--- src/rtl/uart_pkg.sv ---
// Shared types and constants for the parametrised UART receiver.
package uart_pkg;

    typedef enum logic [2:0] {
        ST_IDLE,
        ST_START,
        ST_DATA,
        ST_PARITY,
        ST_STOP
    } rx_state_e;

    localparam int PARITY_NONE = 0;
    localparam int PARITY_EVEN = 1;
    localparam int PARITY_ODD  = 2;

    // Frame bits that follow the start bit: data, optional parity, stop bits.
    function automatic int frame_bits(input int data_bits, input int parity, input int stop_bits);
        return data_bits + ((parity != PARITY_NONE) ? 1 : 0) + stop_bits;
    endfunction

endpackage

--- src/rtl/uart_rx_sync.sv ---
// Three-flop synchroniser for the asynchronous rx pin plus falling-edge detect.
module uart_rx_sync (
    input  logic clk,
    input  logic rst,
    input  logic rx,
    output logic rx_sync,
    output logic rx_fall
);

    logic [2:0] ff;
    logic [2:0] primed;

    always_ff @(posedge clk) begin
        if (!rst) begin
            ff     <= '1;
            primed <= '0;
        end else begin
            ff     <= {ff[1:0], rx};
            primed <= {primed[1:0], 1'b1};
        end
    end

    // The all-ones reset value would otherwise look like a line that just fell
    // when rx is held low through reset; wait until ff[2] holds a real sample.
    assign rx_sync = ff[1];
    assign rx_fall = primed[2] & ff[2] & ~ff[1];

endmodule

--- src/rtl/uart_rx_frame.sv ---
// Parametrised UART receiver: majority-vote sampling, parity/framing flags,
// valid/ready output register with overrun pulse.
module uart_rx_frame
    import uart_pkg::*;
#(
    parameter int CLOCK_BAUD_RATIO = 400,
    parameter int DATA_BITS        = 8,
    parameter int PARITY           = 0,
    parameter int STOP_BITS        = 1
) (
    input  logic                 clk,
    input  logic                 rst,
    input  logic                 rx,
    output logic [DATA_BITS-1:0] data,
    output logic                 valid,
    input  logic                 ready,
    output logic                 parity_err,
    output logic                 frame_err,
    output logic                 overrun
);

    localparam int R  = CLOCK_BAUD_RATIO;
    localparam int H  = R / 2;
    localparam int K  = frame_bits(DATA_BITS, PARITY, STOP_BITS);
    localparam int CW = $clog2(R);
    localparam int BW = $clog2(K + 1);

    rx_state_e            state, state_nxt;
    logic [CW-1:0]        cnt;
    logic [BW-1:0]        bit_idx;
    logic                 rx_sync, rx_fall;
    logic                 s_early, s_mid, bit_val;
    logic                 at_decide, commit;
    logic [DATA_BITS-1:0] shreg;
    logic                 par_bit, stop_err;

    uart_rx_sync u_sync (
        .clk     (clk),
        .rst     (rst),
        .rx      (rx),
        .rx_sync (rx_sync),
        .rx_fall (rx_fall)
    );

    assign at_decide = (cnt == CW'(H + 1));
    assign bit_val   = (s_early & s_mid) | (s_early & rx_sync) | (s_mid & rx_sync);

    // NOTE: state and all registers update with non-blocking assignments so every
    // flop samples the pre-edge values of the others.
    always_ff @(posedge clk) begin
        if (!rst) state <= ST_IDLE;
        else      state <= state_nxt;
    end

    // NOTE: every signal written here gets a default first, so no path leaves it
    // unassigned and no latch is inferred.
    always_comb begin
        state_nxt = state;
        commit    = 1'b0;
        unique case (state)
            ST_IDLE:   if (rx_fall) state_nxt = ST_START;
            ST_START:  if (at_decide) state_nxt = bit_val ? ST_IDLE : ST_DATA;
            ST_DATA:   if (at_decide && bit_idx == BW'(DATA_BITS))
                           state_nxt = (PARITY != PARITY_NONE) ? ST_PARITY : ST_STOP;
            ST_PARITY: if (at_decide) state_nxt = ST_STOP;
            ST_STOP:   if (at_decide && bit_idx == BW'(K)) begin
                           state_nxt = ST_IDLE;
                           commit    = 1'b1;
                       end
            default:   state_nxt = ST_IDLE;
        endcase
    end

    // The detect cycle itself counts as cnt = 0, so the counter leaves IDLE at 1.
    always_ff @(posedge clk) begin
        if (!rst) begin
            cnt     <= '0;
            bit_idx <= '0;
            s_early <= 1'b0;
            s_mid   <= 1'b0;
        end else if (state == ST_IDLE) begin
            cnt     <= rx_fall ? CW'(1) : '0;
            bit_idx <= '0;
        end else begin
            if (cnt == CW'(R - 1)) begin
                cnt     <= '0;
                bit_idx <= bit_idx + 1'b1;
            end else begin
                cnt <= cnt + 1'b1;
            end
            if (cnt == CW'(H - 1)) s_early <= rx_sync;
            if (cnt == CW'(H))     s_mid   <= rx_sync;
        end
    end

    always_ff @(posedge clk) begin
        if (!rst) begin
            shreg      <= '0;
            par_bit    <= 1'b0;
            stop_err   <= 1'b0;
            data       <= '0;
            valid      <= 1'b0;
            parity_err <= 1'b0;
            frame_err  <= 1'b0;
            overrun    <= 1'b0;
        end else begin
            overrun <= 1'b0;
            if (state == ST_IDLE) stop_err <= 1'b0;
            if (at_decide) begin
                if (state == ST_DATA)   shreg   <= {bit_val, shreg[DATA_BITS-1:1]};
                if (state == ST_PARITY) par_bit <= bit_val;
                if (state == ST_STOP && !bit_val) stop_err <= 1'b1;
            end
            if (valid && ready) valid <= 1'b0;
            // A held, unaccepted word wins over the new frame.
            if (commit) begin
                if (valid && !ready) begin
                    overrun <= 1'b1;
                end else begin
                    data       <= shreg;
                    parity_err <= (PARITY != PARITY_NONE) &&
                                  ((^shreg ^ par_bit) != (PARITY == PARITY_ODD));
                    frame_err  <= stop_err | ~bit_val;
                    valid      <= 1'b1;
                end
            end
        end
    end

endmodule
--- config.mk ---
export PLATFORM = sky130hd
export DESIGN_NAME = uart_rx_frame
export DESIGN_NICKNAME = d
export VERILOG_FILES = /design/src/rtl/uart_pkg.sv /design/src/rtl/uart_rx_sync.sv /design/src/rtl/uart_rx_frame.sv
export SDC_FILE = /design/constraint.sdc
export NUM_CORES = 1
export LEC_CHECK = 0
export CORE_MARGIN = 3
export CORE_UTILIZATION = 56
export CTS_CLUSTER_SIZE = 24
export DETAILED_ROUTE_END_ITERATION = 8
export PLACE_DENSITY = 0.89
export SLEW_MARGIN = 20
export SYNTH_ARGS = -nofsm -noshare
export SYNTH_HDL_FRONTEND = slang
export SYNTH_SLANG_ARGS = --single-unit
export TNS_END_PERCENT = 50
--- constraint.sdc ---
create_clock -name clk -period 3 [get_ports clk]
set_clock_uncertainty 0.1 [all_clocks]
set_input_delay 0.6 -clock clk [delete_from_list [all_inputs] [get_ports clk]]
set_output_delay 0.6 -clock clk [all_outputs]
set_load 0.01 [all_outputs]
# Yosys cells after proc, flatten, opt, wreduce, memory -nomap -nowiden
# Cells that the tools add are included.
# word_totals
latchBits	0
ramBits	0
n_memories	0
inputBits	4
output_inout_bits	12
ff_bits	44
rom_bits	0
# op_classes
n_lt_le_gt_ge	0
add_sub_neg	2
n_eq_ne	15
div_mod_pow	0
n_reduce_logical	15
mul	0
n_bitwise	13
muxes	20
shifts	0
# ops
op	n
9-bit by 8-bit == test with 1-bit output, second input constant	3
9-bit 2-to-1 mux	2
3-bit 2-to-1 mux	5
3-bit one-hot mux with 5 select lines	1
1-bit 2-to-1 mux	11
2-bit inequality test, second input constant	5
2-bit AND reduction	5
9-bit by 1-bit adder with 9-bit output, second input constant	1
9-bit == test, second input constant	1
4-bit == test, second input constant	2
3-bit by 2-bit == test with 1-bit output, second input constant	2
1-bit bitwise AND	5
1-bit logical AND	5
1-bit NOT	5
5-bit AND reduction	1
4-bit by 1-bit adder with 4-bit output, second input constant	1
3-bit by 1-bit == test with 1-bit output, second input constant	1
3-bit == test, second input constant	1
3-bit logical NOT	1
1-bit bitwise OR	3
1-bit logical NOT	2
2-bit 2-to-1 mux	1
2-bit OR reduction	1

# Logic depth before layout (Yosys ltp)
# Gate-level depths: netlist (run 1).
# logic_depth
ltp_word	7
mapped_depth	8
mapped_depth_nobuf	6

# Hierarchy
# Synthesis (run 1) repeated with hierarchy kept, for this count alone.
# unflattened
cells_unflattened	199
area_unflattened_um2	1878.1
# modules_own_cells
module	area_per_inst_um2	seq_area_each_um2	instances	cells_per_inst
uart_rx_frame	1717.9	760.7	1	187
uart_rx_sync	160.2	120.1	1	12

# Worst setup path after synthesis (run 1)
# OpenSTA, ideal clock, no wires.
# synth_path
path_kind	register -> register
from	register cnt[1]
to	register frame_err
arrival_time_ns	1.921
path_stages_with_launch	9
setup_time_ns	0.120
synth_period_minus_slack_ns	2.141
n_path_buf	2
setup_slack_ns	0.859
path_cell_list	dfxtp_1 inv_1 ha_1 or4b_4 buf_6 or4_4 buf_6 nor4b_4 nor3_1
# synth_via
elab_chain_len	5
# synth_lines
element	line	rtl
start, declared	uart_rx_frame.sv:29	logic [CW-1:0] cnt;
start signal, assigned	uart_rx_frame.sv:82	cnt <= rx_fall ? CW'(1) : '0;
start signal, assigned	uart_rx_frame.sv:89	cnt <= cnt + 1'b1;
9-bit by 8-bit == test with 1-bit output	uart_rx_frame.sv:45	assign at_decide = (cnt == CW'(H + 1));
1-bit logical AND	uart_rx_frame.sv:66	ST_STOP: if (at_decide && bit_idx == BW'(K)) begin
1-bit 2-to-1 mux	uart_rx_frame.sv:66	
1-bit 2-to-1 mux	uart_rx_frame.sv:60	unique case (state)
2-bit AND reduction (no source line)	-	
end signal, assigned	uart_rx_frame.sv:123	frame_err <= stop_err | ~bit_val;
end, declared	uart_rx_frame.sv:18	output logic frame_err,
# No other way between the ends.
# A chain may end at the register's enable or synchronous reset.

# Final worst setup path (run 1)
# layout_path
from	register cnt[0]
to	register shreg[5]
# layout_via
elab_chain_len	2
# layout_lines
element	line	rtl
9-bit by 8-bit == test with 1-bit output	uart_rx_frame.sv:45	
2-bit AND reduction (no source line)	-	
end signal, assigned	uart_rx_frame.sv:110	if (state == ST_DATA) shreg <= {bit_val, shreg[DATA_BITS-1:1]};
end, declared	uart_rx_frame.sv:34	logic [DATA_BITS-1:0] shreg;
# No other way between the ends.

==> results of run 1 <==
[power breakdown]
part	total [W]	switching [W]	internal, W
Sequential	0.000616	0.0000165	0.000600
Combinational	0.000179	0.000120	0.0000596
Clock	0.000371	0.000193	0.000178
[per-layer routing]
metal | global-route usage (%) | part of all wire [%]
met5 | 0 | 0
met4 | 9.70 | 2.4
met3 | 6.68 | 5.4
met2 | 32.4 | 49
met1 | 21.8 | 43
[flip-flops by register name, indices dropped and copies added (netlist names)]
signal,flops
bit_idx,4
cnt,9
data,8
frame_err,1
overrun,1
s_early,1
s_mid,1
shreg,8
state,3
stop_err,1
u_sync.ff,3
u_sync.primed,3
valid,1
[cell usage after synthesis, drive strengths merged (3+ instances only)]
library cell	n
nand3	12
dfxtp	44
buf	4
ha	6
o21ai	10
inv	5
and2	3
nand3b	3
xnor2	6
or4	3
a21oi	12
nand2b	5
nand2	14
mux2i	13
nor3	6
nor2	24
clkbuf	3
and3	6
xor2	3
[layout make-up]
class                   instances  area (sq um)  share of cell area (%)
multi-input cells             144           933                    43.8
flip-flops and latches         44           881                    41.3
repair buffers                 16           155                    7.28
well taps                      44          55.1                    2.58
clock inverters                 3          47.5                    2.23
clock buffers                   5          37.5                    1.76
inverters                       6          22.5                    1.06
[cells in the final DEF (no fill, tap or decap), types with 2 or more instances in the layout]
cell and instances:
a21oi_1 12, xnor2_1 6, nand3b_1 3, clkbuf_4 5, nand2_1 14, ha_1 6, nand4_1 2, and3_1 6
mux2i_1 13, and2_1 3, nor2_1 24, or4_1 2, inv_1 5, buf_4 2, dfxtp_1 44, nor3_1 6
clkdlybuf4s50_1 14, clkinv_4 2, o21ai_1 2, nand2b_1 5, or3_1 2, xor2_1 3, o21ai_0 8, nand3_1 12
[logic make-up after synthesis]
family | Yosys count | synth area share, %
flip-flops | 44 | 46.8
multiplexers | 13 | 6.91
AO/OA/AOI/OAI | 25 | 7.24
adder cells (fa/ha/maj) | 7 | 4.52
XOR/XNOR | 9 | 4.19
buffers and inverters | 13 | 3.65
AND/OR/NAND/NOR | 89 | 26.5
other | 1 | 0.199
[path summary, 6_finish.rpt]
check / from / end
min: u_sync.ff[0] / u_sync.ff[1]
max reg2reg: cnt[0] / shreg[5]
max: cnt[0] / shreg[5]
min reg2reg: u_sync.ff[0] / u_sync.ff[1]
[stage by stage]
step / area [sq um] / util, % / cells
after floorplan: 1880 / - / 201
after global placement: 2050 / 65.4 / 254
after detailed placement: 2050 / 65.4 / 254
after CTS: 2130 / 68.2 / 262
after global routing: 2130 / 68.2 / 262
final: 2130 / 68.2 / 262
==> results.tsv, run 1 <==
metric	value	unit
status	completed	
die_y	64.0	um
synth.distinct_cells	40	
rr_worst_depth	5	
grt_pass1_wl	6110	um
p_leak	0.802	nW
wl	3390	um
clk_path_buf_depth	2	
ys_warn_count	0	
max_freq	463	MHz
cp.arrival	2.33	ns
cp.depth	5	
synth_edf_count	0	
synth_ff_type	dfxtp_1	
preCtsSetupSlack	0.677	ns
avgViaCountPerCell	5.51	
ys_top_cells_by_area	dfxtp_1 47%, mux2i_1 6.9%, nor2_1 4.8%	
r2r_setup_slack	0.84	ns
worst_path_largest_cell_delay	0.62	ns
fp-row-count	20	
cap_violations	0	
die_area	4090	sq um
cts_buffers	5	
area_growth	13.2	%
hold_ws	0.333	ns
min_period_over_period	72.0	%
clk_latency	0.36	ns
detail_route.first_pass.iterations	4	
peakVddDrop	0.384	mV
first_global_vias	1368	
crit_type	reg2reg	
cts_tree	done	
end_kind	flop	
drive_gt1_share	6.88	%
first_iter_violations	68	
hold_viol	0	
setup_ws	0.840	ns
ios	16	
cp_data_required_time	3.17	ns
final.min_clock_period	2.16	ns
synth-async-reset-ratio	0	%
vias	1444	
critPathMaxFanout	8	
dp_hpwl	2430	um
nets	227	
cts_root_buf	clkbuf_4	
cp_slowest_cell	or3b_2	
start_util	60.2	%
cts_resized	0	
yosysTopAreaCell	dfxtp_1	
ys_ff_latch	44	
io_buffers	14	
clkTransAtPathRegs	0.13	ns
diodes	0	
p_per_area	547	nW/um^2
hold_path_class	reg2reg	
worst-path-buf-inv	0	
grt_setup_unrepaired	no	
fin_total_pwr	0.00117	W
fin_tns_setup	0	ns
mappedNetlistArea	1880	sq um
cts_hold_buf	0	
synthCells	201	
core	3130	sq um
syn_nets	211	
crit_chain	ha_1, or4b_4, or3b_2, mux2i_1, nor2_1	
htree_levels	2	
overflow	0	
cp_top_family	simple AND/OR/NAND/NOR gates	
place_congestion	0.820	
final_max_slew_viol_count	0	
tightest_slew	0.696	ns
drc	0	
clock_sinks	44	
grt_max_degree	19	
avgSynthCellArea	9.37	sq um
max_slew_margin	53.3	%
start_kind	flop	
synth_top_area_share	46.8	%
die_w	64.0	um
grt_use_total	19.4	%
fillCellCount	257	
hold_path_depth	1	
ant_nets	0	
wire_per_inst	12.9	um
postCtsSetupBuffers	0	
setup_viol	0	
antenna_found_initial	0	
synth_seq_area_share	46.8	%
No activity file was read; power rests on OpenSTA's default activity.
==> inputs of run 2 (changes only) <==
Settings changed: CORE_UTILIZATION 56 to 51, PLACE_DENSITY 0.89 to 0.85.
Clock period 3 ns to 1.9 ns, I/O delays scaled along.
==> run 2 against run 1 <==
Effect of this change: the run now ends with setup timing left; non-clock buffer count increased by 21; global-route usage increased by 1.9 points; critical path depth increased by 3; core utilization increased by 0.76 points; sequential cell count unchanged; design area increased by 11%; sequential share of layout area decreased by 4.1 points; sequential power increased by 58%; worst setup slack got worse by 0.92 ns; maximum frequency increased by 9.2%; cell count increased by 9.2%; critical endpoint is now data[6]; largest cell class unchanged; largest power group unchanged.
==> results.tsv, run 2 (synthesis gave the netlist of run 1 again) <==
metric	value	unit	change
drive_gt1_share	17.9	%	+11 points
p_per_area	873	nW/um^2	+59%
busiest_layer	met2		
peakVddDrop	0.565	mV	+47%
area_growth	26.0	%	
clock_sinks	44		unchanged
fin_util	68.9	%	+0.76 points
cap_violations	0		unchanged
start_kind	flop		
cts_buffers	5		unchanged
grtUsageMet3	4.05	%	-2.6 points
drc	0		unchanged
vias	1564		+8.3%
die_w	66.8	um	+4.3%
rr_worst_depth	8		+3
grt_use_total	21.3	%	+1.9 points
setup_viol	15		+15
reg_top3	cnt: 9 flops, data: 8 flops, shreg: 8 flops		
ios	16		unchanged
die_area	4460	sq um	+8.9%
die_y	66.8	um	+4.3%
antenna_found_initial	0		unchanged
htree_levels	2		unchanged
end_kind	flop		
detail_route.first_pass.iterations	4		unchanged
hold_viol	0		unchanged
violations	setup timing		
start_util	54.7	%	-5.5 points
grtUsageMet2	34.2	%	+1.8 points
min_period_over_period	104	%	+32 points
grt_pass1_wl	7120	um	+17%
stdcell_count	286		+9.2%
avgViaCountPerCell	5.47		-0.78%
final_max_slew_viol_count	0		unchanged
clk_path_buf_depth	2		unchanged
fin_total_pwr	0.00207	W	+77%
largest_register_ffs	9		unchanged
grt_setup_unrepaired	yes		
place_congestion	0.824		+0.54%
top_register	cnt		
met1_usage	27.7	%	+5.9 points
wire_per_inst	15.2	um	+18%
hold_path_class	reg2reg		
clkTransAtPathRegs	0.09	ns	-0.04 ns
critPathMaxFanout	4		-4
first_global_vias	1483		+8.4%
ant_nets	0		unchanged
cp.arrival	2.12	ns	-0.21 ns
timing.rr.start	cnt[1]		
placed_area	2180	sq um	+6.7%
final.min_clock_period	1.98	ns	-0.183 ns
clk_latency	0.30	ns	-0.06 ns
nets	249		+9.7%
io_buffers	14		unchanged
cts_hold_buf	0		unchanged
r2r_end	data[6]		
core	3440	sq um	+10%
final_common_cell	dfxtp_1		
fp-row-count	21		+5.0%
setup_ws	-0.0769	ns	-0.917 ns
p_leak	0.940	nW	+17%
diodes	0		unchanged
r2r_setup_slack	-0.08	ns	-0.92 ns
holdPathEnd	u_sync.primed[2]		
dp_hpwl	2590	um	+6.4%
grt_max_degree	18		-1
final_cell_mix	42 x dfxtp_1, 24 x nor2_1, 22 x buf_4		
overflow	0		unchanged
max_freq	506	MHz	+9.2%
wl	4350	um	+28%
status	complete, but fails checks		
final_cell_area	2370	sq um	+11%
cts_tree	done		
fillCellCount	251		-2.3%
cts_root_buf	clkbuf_8		
preCtsSetupSlack	-0.155	ns	-0.833 ns
placedCellCount	274		+7.9%
hold_path_depth	1		unchanged
crit_type	reg2reg		
first_iter_violations	154		+130%
holdCritStartpoint	u_sync.primed[1]		
cp_data_required_time	2.04	ns	-1.13 ns
==> run 2: cell types whose count changed in the layout (fill, tap and decap cells not counted), sizes merged <==
cell | before | now
buf | 2 | 23
or4 | 3 | 4
==> run 2: area by class of cell <==
class	instances	area, sq um	area share, %
multi-input cells	145	976	41.1
flip-flops and latches	44	883	37.2
repair buffers	37	317	13.3
clock buffers	5	68.8	2.90
well taps	46	57.6	2.43
clock inverters	3	47.5	2.00
inverters	6	22.5	0.949
==> run 2: worst max-delay path by stage <==
stage / slack (ns) / startpoint / endpoint
2_1_floorplan: -0.24 / cnt[1] / frame_err
3_3_place_gp: -0.11 / cnt[1] / frame_err
3_5_place_dp: -0.16 / cnt[1] / frame_err
4_1_cts: -0.08 / cnt[1] / frame_err
5_1_grt: -0.15 / cnt[1] / data[7]
6_report: -0.08 / cnt[1] / data[6]
==> run 2: layer usage <==
layer | part of all wire (%) | vias to the layer above
met5 | 0 | -
met4 | 1.4 | 0
met3 | 5.6 | 7
met2 | 50 | 54
met1 | 43 | 730
li1 | - | 773
==> run 2: timing repair <==
| item | 4_1_cts | 5_1_grt |
|---|---|---|
| endpoints found under the setup margin | 20 | 23 |
| gates resized for setup | 9 | 4 |
| hold endpoints to repair | 0 | 0 |
| cloned | 1 | 1 |
| pin swaps | 1 | 3 |
| buffers inserted | 0 | 2 |
==> run 2: critical path, stage by stage (launching register included) <==
cell	delay, ns
dfxtp_2	0.33
inv_2	0.06
ha_4	0.11
or4b_4	0.49
buf_4	0.20
nor4_4	0.21
buf_4	0.20
nand3_1	0.07
a21oi_1	0.14
==> run 2: where the power goes <==
| group | internal [W] | total (W) | switching (W) |
|---|---|---|---|
| sequential | 0.000947 | 0.000972 | 0.0000246 |
| clock | 0.000396 | 0.000730 | 0.000334 |
| combinational | 0.000131 | 0.000369 | 0.000238 |
==> run 2: stage by stage <==
step,setup TNS (ns),hold slack [ns]
global placement,-1.37,0.296
finish,-0.729,0.339
floorplan,-3.10,0.286
CTS,-0.596,0.333
global route,-2.09,0.350
detailed placement,-2.06,0.310
==> inputs of run 3 (changes only) <==
Settings changed: CORE_MARGIN 3 to not set.
==> run 3 against run 2 <==
Effect of this change: the run still ends with setup timing left; cell count unchanged; routed wire length down 7.7%; sequential share of layout area up 0.18 points; via count down 1.5%; sequential cell count unchanged; clock power down 3.7%; non-clock buffer count unchanged; combinational power down 5%; largest power group unchanged; highest routed layer unchanged.
==> results.tsv, run 3 (synthesis gave the netlist of run 1 again) <==
metric	value	unit	change
final.min_clock_period	2.01	ns	+0.0377 ns
worst_path_largest_cell_delay	0.49	ns	about the same
holdCritStartpoint	u_sync.ff[0]		
diodes	0		unchanged
r2r_end	data[1]		
cp_data_required_time	2.03	ns	about the same
pwr-share-clk	34.7	%	-0.5 points
cp_slowest_cell	or4b_4		
first_global_vias	1503		+1.3%
peakVddDrop	0.518	mV	-8.3%
die_area	3940	sq um	-12%
area_growth	25.4	%	
drc	0		unchanged
wl	4010	um	-7.7%
htree_levels	2		unchanged
wire_per_inst	14.0	um	-7.7%
overflow	0		unchanged
die_w	62.8	um	-6.0%
fin_tns_setup	-0.967	ns	-0.238 ns
p_per_area	858	nW/um^2	-1.6%
final_cell_mix	42 x dfxtp_1, 24 x nor2_1, 21 x buf_4		
die_y	62.8	um	-6.0%
rr_worst_depth	8		unchanged
nets	249		unchanged
fp-row-count	21		unchanged
io_buffers	14		unchanged
p_leak	0.922	nW	-1.9%
preCtsSetupSlack	-0.224	ns	-0.0686 ns
dp_hpwl	2620	um	+1.2%
end_kind	flop		
grt_max_degree	18		unchanged
combPwrFrac	17.3	%	-0.5 points
top_register	cnt		
vias	1540		-1.5%
clkTransAtPathRegs	0.08	ns	about the same
grt_use_total	22.0	%	+0.72 points
hold_path_class	reg2reg		
cp.arrival	2.14	ns	+0.02 ns
violations	setup timing		
critPathMaxFanout	5		+1
grt_pass1_wl	6730	um	-5.4%
crit_chain	inv_2, ha_4, or4b_4, buf_4, nor4_4, buf_6, nand3_1, a21oi_2		
internal-power	0.00147	W	-0.37%
core	3440	sq um	unchanged
ios	16		unchanged
drive_gt1_share	18.3	%	+0.42 points
antenna_found_initial	0		unchanged
holdPathEnd	u_sync.ff[1]		
r2r_setup_slack	-0.11	ns	-0.04 ns
power.share.switching	27.5	%	-1.3 points
timing.rr.start	cnt[1]		
avgViaCountPerCell	5.38		-1.5%
cap_violations	0		unchanged
status	complete, but fails checks		
clk_path_buf_depth	2		unchanged
cts_tree	done		
largest_register_ffs	9		unchanged
first_iter_violations	89		-42%
max_freq	496	MHz	-1.9%
ant_nets	0		unchanged
min_period_over_period	106	%	+2.0 points
hold_path_depth	1		unchanged
final_common_cell	dfxtp_1		
start_kind	flop		
seqPwrFrac	48.0	%	+1.1 points
clk_latency	0.30	ns	about the same
final_max_slew_viol_count	0		unchanged
place_congestion	0.841		+2.1%
stdcell_count	286		unchanged
grt_setup_unrepaired	yes		
crit_type	reg2reg		
reg_top3	cnt: 9 flops, data: 8 flops, shreg: 8 flops		
p_sw	0.000558	W	-6.4%
detail_route.first_pass.iterations	5		+1
placedCellCount	276		+0.73%
setup_ws	-0.115	ns	-0.0377 ns
hold_viol	0		unchanged
setup_viol	17		+2
cts_buffers	5		unchanged
clock_sinks	44		unchanged
cts_root_buf	clkbuf_8		
start_util	54.7	%	unchanged
==> run 3: stage by stage <==
stage          hold WS, ns  util, %  instance area, sq um  power [W]
2_1_floorplan        0.286        -                  1890    0.00120
3_3_place_gp         0.295     63.9                  2200    0.00131
3_5_place_dp         0.301     63.9                  2200    0.00131
4_1_cts              0.320     68.3                  2350    0.00202
5_1_grt              0.345     68.6                  2360    0.00212
6_report             0.318     68.6                  2360    0.00203
==> run 3: power by group through the flow <==
stage / Sequential (W) / Combinational [W] / Clock (W)
2_1_floorplan: 0.000985 / 0.000213 / 0
3_3_place_gp: 0.000986 / 0.000319 / 0
3_5_place_dp: 0.000986 / 0.000328 / 0
4_1_cts: 0.000972 / 0.000342 / 0.000708
5_1_grt: 0.000976 / 0.000384 / 0.000757
6_report: 0.000973 / 0.000351 / 0.000703
==> run 3: final cells by class <==
class | count | area, sq um
Clock buffer | 6 | 72.6
Clock inverter | 2 | 35.0
Fill cell | 270 | 1080
Inverter | 6 | 22.5
Multi-Input combinational cell | 145 | 976
Sequential cell | 44 | 883
Tap cell | 46 | 57.6
Timing Repair Buffer | 37 | 314
==> run 3: worst max-delay path: cells and delay by family, from the launching register on <==
| family | cells | cell delay (ns) |
|---|---|---|
| buffers and inverters | 3 | 0.41 |
| and+or+nand+nor | 3 | 0.79 |
| adders and majority gates | 1 | 0.12 |
| DFF | 1 | 0.33 |
| AOI/OAI and AO/OA | 1 | 0.19 |
==> run 3: layer usage <==
layer / share of wire, % / GRT usage [%]
met2: 48 / 35.3
met5: 0 / 0
met1: 45 / 27.0
met4: 2.8 / 11.6
met3: 3.9 / 5.66
==> run 3: worst max-delay path by stage <==
stage	from	to	slack [ns]	cells past startpoint
4_1_cts	cnt[1]	frame_err	-0.09	6
5_1_grt	cnt[1]	data[0]	-0.18	6
3_5_place_dp	cnt[1]	data[1]	-0.22	6
6_report	cnt[1]	data[1]	-0.11	8
3_3_place_gp	cnt[1]	frame_err	-0.10	6
2_1_floorplan	cnt[1]	frame_err	-0.24	8
==> run 3: timing repair <==
action,4_1_cts,5_1_grt
hold buffers,0,0
setup endpoints to repair,19,21
gates cloned,2,0
gates resized for setup,10,3
pin swaps,5,4
buffers inserted,0,0
